### src/rtl/reg_dump_pkg.sv
// Shared constants and FSM state type for the register-file dumper.
// The CSUM state exists only when DUMP_CHECKSUM_EN is defined.
package reg_dump_pkg;

    localparam int NUM_REGS = 32;
    localparam int DATA_W   = 8;
    localparam int ADDR_W   = 5;

    typedef enum logic [2:0] {
        IDLE   = 3'd0,
        FETCH  = 3'd1,
        SEND   = 3'd2,
`ifdef DUMP_CHECKSUM_EN
        CSUM   = 3'd3,
`endif
        FINISH = 3'd4
    } dump_state_t;

endpackage

### src/rtl/reg_file_dumper.sv
// Walks registers 0..NUM_REGS-1 and streams each byte over a valid/ready link.
// Define DUMP_CHECKSUM_EN to append a mod-2^DATA_W checksum byte after the registers.
module reg_file_dumper
    import reg_dump_pkg::*;
(
    input  logic              clk,
    input  logic              rst_n,
    input  logic              start,
    output logic [ADDR_W-1:0] rf_addr,
    input  logic [DATA_W-1:0] rf_data,
    output logic [DATA_W-1:0] tx_data,
    output logic              tx_valid,
    input  logic              tx_ready,
    output logic              busy,
    output logic              done
);

    dump_state_t       state;
    dump_state_t       state_nxt;
    logic [ADDR_W-1:0] idx;
    logic              xfer;
    logic              last;
`ifdef DUMP_CHECKSUM_EN
    logic [DATA_W-1:0] checksum;
`endif

    assign xfer = tx_valid && tx_ready;
    assign last = (idx == ADDR_W'(NUM_REGS - 1));

    // NOTE: state flops use non-blocking assignments and reset asynchronously.
    always_ff @(posedge clk or negedge rst_n) begin
        if (!rst_n) begin
            state <= IDLE;
        end else begin
            state <= state_nxt;
        end
    end

    // NOTE: default assigned first so no path through the case can infer a latch.
    always_comb begin
        state_nxt = state;
        case (state)
            IDLE:    if (start) state_nxt = FETCH;
            FETCH:   state_nxt = SEND;
            SEND: begin
                if (xfer) begin
`ifdef DUMP_CHECKSUM_EN
                    state_nxt = last ? CSUM : FETCH;
`else
                    state_nxt = last ? FINISH : FETCH;
`endif
                end
            end
`ifdef DUMP_CHECKSUM_EN
            CSUM:    if (xfer) state_nxt = FINISH;
`endif
            FINISH:  state_nxt = IDLE;
            default: state_nxt = IDLE;
        endcase
    end

    // Byte is captured at the FETCH edge, so later register writes do not leak into it.
    always_ff @(posedge clk or negedge rst_n) begin
        if (!rst_n) begin
            idx      <= '0;
            tx_data  <= '0;
            tx_valid <= 1'b0;
`ifdef DUMP_CHECKSUM_EN
            checksum <= '0;
`endif
        end else begin
            case (state)
                IDLE: begin
                    if (start) begin
                        idx <= '0;
`ifdef DUMP_CHECKSUM_EN
                        checksum <= '0;
`endif
                    end
                end
                FETCH: begin
                    tx_data  <= rf_data;
                    tx_valid <= 1'b1;
`ifdef DUMP_CHECKSUM_EN
                    checksum <= checksum + rf_data;
`endif
                end
                SEND: begin
                    if (xfer) begin
                        if (last) begin
`ifdef DUMP_CHECKSUM_EN
                            tx_data  <= checksum;
                            tx_valid <= 1'b1;
`else
                            tx_valid <= 1'b0;
`endif
                        end else begin
                            tx_valid <= 1'b0;
                            idx      <= idx + ADDR_W'(1);
                        end
                    end
                end
`ifdef DUMP_CHECKSUM_EN
                CSUM: begin
                    if (xfer) tx_valid <= 1'b0;
                end
`endif
                default: ;
            endcase
        end
    end

    assign rf_addr = (state == FETCH || state == SEND) ? idx : '0;
    assign busy    = (state != IDLE);
    assign done    = (state == FINISH);

endmodule

### config.mk
export PLATFORM = sky130hd
export DESIGN_NAME = reg_file_dumper
export DESIGN_NICKNAME = d
export VERILOG_FILES = /design/src/rtl/reg_dump_pkg.sv /design/src/rtl/reg_file_dumper.sv
export SDC_FILE = /design/constraint.sdc
export NUM_CORES = 1
export LEC_CHECK = 0
export CORE_ASPECT_RATIO = 1.1
export CORE_MARGIN = 1
export CORE_UTILIZATION = 39
export CTS_CLUSTER_SIZE = 10
export DETAILED_ROUTE_END_ITERATION = 16
export PLACE_DENSITY = 0.84
export SYNTH_ARGS = -nofsm -noshare
export SYNTH_HDL_FRONTEND = slang
export SYNTH_SLANG_ARGS = --single-unit
export TNS_END_PERCENT = 10
### constraint.sdc
create_clock -name clk -period 1.8 [get_ports clk]
set_clock_uncertainty 0.15 [all_clocks]
set_input_delay 0.54 -clock clk [delete_from_list [all_inputs] [get_ports clk]]
set_output_delay 0.54 -clock clk [all_outputs]
set_load 0.05 [all_outputs]
; Word level (Yosys, flattened, before mapping)
; Cells that the tools add are included.
; Widths: inputs -> output; s select.
[totals]
inputBits = 12
register_bits = 17
[classes]
eq_ne = 7
reduce_logical = 9
mux = 11
add_sub_neg = 1
[ops]
columns = cell, n
row1 = $mux 5, 4
row2 = $pmux 5 s2, 1
row3 = $mux 3, 3
row4 = $pmux 3 s3, 1
row5 = $ne 2x2->1 const B, 3
row6 = $add 5x1->5 const B, 1
row7 = $eq 5x5->1 const B, 1
row8 = $reduce_and 2->1, 2
row9 = $reduce_and 4->1, 1
row10 = $reduce_bool 2->1, 2
row11 = $eq 3x1->1 const B, 1
row12 = $eq 3x2->1 const B, 1
row13 = $eq 3x3->1 const B, 1
row14 = $logic_not 3->1, 1
row15 = $reduce_bool 3->1, 1
row16 = $pmux 1 s2, 1
row17 = $logic_and 1x1->1, 1
row18 = $logic_or 1x1->1, 1
row19 = $mux 1, 1

; Longest topological paths before layout
[logic_depth]
ltp_word = 4
mapped_depth = 6
ltp_nobuf = 6

; Least setup slack after synthesis
; OpenSTA, ideal clock, no wires.
[synth_timing]
path_kind = register -> output
startpoint = register state[0]
endpoint = output rf_addr[3]
slack_ns = -0.687
path_stages_with_launch = 3
arrival_time_ns = 1.797
path_buffers = 0
path_cell_list = dfrtp_1 > xnor2_1 > nor3b_1
[synth_via]
elab_chain_len = 3
elab_cells_between_ends = 4
cone_classes = eq/ne: 2 / mux: 1 / reduce/logical: 1
[synth_lines]
columns = element, line
row1 = "start, declared", reg_file_dumper.sv:18  ; dump_state_t state;
row2 = "start signal, assigned", reg_file_dumper.sv:35  ; state <= state_nxt;
row3 = $eq 3x1->1 / $eq 3x2->1 (equally long branches), reg_file_dumper.sv:113  ; assign rf_addr = (state == FETCH || state == SEND) ? idx : '0;
row4 = $logic_or 1x1->1 *, reg_file_dumper.sv:113
row5 = $mux 5 *, reg_file_dumper.sv:113
row6 = "end, declared", reg_file_dumper.sv:9  ; output logic [ADDR_W-1:0] rf_addr,
; Every way passes the cells marked *; elsewhere a longest branch is shown, timed or not.

; Worst setup path after layout
[layout_timing]
startpoint = register state[1]
endpoint = output busy
[layout_via]
elab_chain_len = 1
[layout_lines]
columns = element, line
row1 = $reduce_bool 3->1, reg_file_dumper.sv:114  ; assign busy = (state != IDLE);
row2 = "end, declared", reg_file_dumper.sv:14  ; output logic busy,
; Every way passes these cells.

==> summary.md <==
| Metric | Value |
|---|---|
| Status | `complete, but fails checks` |
| Violated checks | `setup timing` |
| Final period utilization | `118.6%` |
| Routed WL | `~2.1 mm` |
| Max Root-Sink Buffers | `2` |
| CTS tree | `yes` |
| # clock sinks | `17` |
| Core area | `approximately 2000 um^2` |
| Syn avg cell area | `11.97 um^2` |
| Nets | `129` |
| DR pass1 iterations | `4` |
| Net Count, Synth | `83` |
| Antenna Violating Nets Remaining | `0` |
| Ys async rst share | `100.0%` |
| Hold Crit Class | `in2async` |
| First-pass GRT wire length | `approximately 3.5 mm` |
| Synth cell types | `29` |
| IO Port Bufs | `27` |
| Most frequent cells in the layout | `15 x dfrtp_1, 12 x buf_4, 12 x buf_12, 11 x clkdlybuf4s50_1` |
| Layout cells sized above 1 | `53.51%` |
| DP HPWL | `around 1.6 mm` |
| Max_cap viols | `0` |
| CTS H-tree lvls | `1` |
| Placed Area | `about 1400 um^2` |
| Grt ovf | `0` |
| Initial Util | `approximately two fifths` |
| Clock root cell | `clkbuf_4` |
| Period minus WS final | `approximately 2.1 ns` |
| Die Y | `~50 um` |
| Max VDD drop | `roughly 0.0014 V` |
| Initial DRC Count | `7` |
| Synth area leaders | `dfrtp_1 52%, mux2_2 11%, ha_1 3.0%, nor3_1 3.0%, mux2i_1 2.4%` |
| Yosys warns | `0` |
| Num rows | `17` |
| Cell Pwr Density | `~2000 nW/um^2` |
| Synth-to-Final Area Change | `84.85%` |
| Die width | `45.88 um` |
| Largest delay contributor family on the critical path | `flip-flops` |
| Seq/Total Area, Yosys | `just over 50%` |
| CTS buffer count | `3` |
| Post-cts hold buffer count | `0` |
| Pwr Total | `around 3000 uW` |
| Vias | `about 730` |
| Type of origin of the critical path | `register` |
| Vias/cell | `approximately 5.2` |
| Crit-path max cell delay | `between 0.4 and 0.5 ns` |
| # diodes | `0` |
| Routability cong. | `approximately 0.73` |
| Clk Latency, worst-skew pair | `approximately 0.3 ns` |
| Setup violators final | `14` |
| Critical R2R Launch | `idx[1]$_DFFE_PN0P_` |
| Initial antenna violation count | `0` |
| Design Area, Final | `~1500 um^2` |
| Cell leakage power | `roughly 0.00067 uW` |
| CP Max Fanout | `2` |
| CP arrival | `1.44 ns` |
| Max Freq | `about 470 MHz` |
| Prevailing post-synth register cell | `dfrtp_1` |
| Number of global-route vias before repair | `between 700 and 800` |
| Setup crit end kind | `output pin` |
| Die ar. | `approximately 2300 um^2` |
| Max_slew headroom | `between 70% and 80%` |
| Final hold viol count | `0` |
| Number of I/O pins | `28` |
| Netlist Area Pre-Place | `~830 um^2` |
| WS Path Type | `reg2out` |
| Req. time, crit path | `1.11 ns` |
| #FFs+latches synth | `17` |
| Drc violations | `0` |
| Yosys top cell by area | `dfrtp_1` |
| Routed WL per cell | `roughly 15 um` |
| Number of synthesized flops with an enable pin | `0` |
| CP Launch Point | `state[1]$_DFFE_PN0P_` |
| Commonest non-fill, non-tap cell in the layout | `dfrtp_1` |
| Tightest Pin Transition | `between 0.4 and 0.5 ns` |
| Slowest CP cell | `dfrtp_2` |
| Cell breakdown of the critical path | `buf_6 > or3_4 > buf_12` |
| Top-area cell type share of the netlist area | `between 50% and 60%` |
| Pre-CTS setup slack | `-0.1322 ns` |
| Synthesized instance count | `69` |
| RSZ-0062 raised after global routing | `yes` |
| Total track usage | `a little over a fifth` |
| Clock-pin slew on the worst setup and hold paths | `about 0.1 ns` |
| Final WS setup | `-0.3349 ns` |
| Slew Limit Fails | `0` |
| WP buf/inv | `2` |
| Largest net degree at the start of global routing | `18` |
metrics by stage:
step / hold slack [ns] / instances / utilization [%] / TNS (ns)
after floorplan: 0.09441 / 69 / - / -0.5920
after global placement: 0.4056 / 135 / 69.65 / -0.2955
after detailed placement: 0.4152 / 135 / 69.65 / -0.8256
after CTS: 0.4328 / 141 / 73.72 / -2.927
after global routing: 0.4375 / 142 / 76.35 / -3.340
final: 0.4219 / 142 / 76.35 / -2.214
Yosys cell counts, types with 2 or more instances:
cell       n
dfrtp_1   17
mux2_2     8
inv_1      5
nor3_1     5
nand2_1    4
nand3_1    3
ha_1       2
mux2i_1    2
nand3b_1   2
nor3b_1    2
worst paths after layout:
check	end	slack, ns	cells past startpoint
min in group clk	tx_data[0]$_DFFE_PN0P_	0.44	1
min reg2reg	tx_data[0]$_DFFE_PN0P_	0.44	1
max reg2reg	idx[1]$_DFFE_PN0P_	-0.10	6
min	idx[0]$_DFFE_PN0P_	0.42	2
max in group asynchronous	state[1]$_DFFE_PN0P_	0.88	2
max	busy	-0.33	3
area by class of cell:
type / count / area, um^2
timing repair buffer: 42 / 519.2
multi-input combinational: 46 / 498.0
fill: 147 / 473.0
sequential: 17 / 427.9
tap: 28 / 35.03
clock buffer: 3 / 22.52
inverter: 5 / 18.77
clock inverter: 1 / 5.005
cells by family (layout without fill, tap and decap cells):
kind of cell	count (synthesis)	after routing	share of synthesized area, %
AO/OA/AOI/OAI	7	7	8.030
XOR/XNOR	1	1	1.061
adder cells (fa/ha/maj)	2	2	3.030
buffers and inverters	6	51	3.182
flip-flops	17	17	51.52
multiplexers	10	10	13.33
AND/OR/NAND/NOR	26	26	19.85
what timing repair did:
item / in CTS / in global routing
setup endpoints to repair: 13 / 21
buffers inserted: 2 / 1
pin swaps: 1 / 0
resized for setup: 11 / 11
layer usage:
metal	wire, um	track usage [%]
met1	856	25.82
met2	1098	34.27
met3	111	6.835
met4	74	12.25
met5	0	0
sequential cells by signal, indices dropped and copies added (netlist names):
name      count
tx_data       8
idx           5
state         3
tx_valid      1
power by group:
part | switching, uW | internal, uW | total [uW]
logic | 987 | 1050 | 2030
registers | 192 | 542 | 734
clock network | 124 | 82.8 | 207
(Power assumes the default switching activity.)
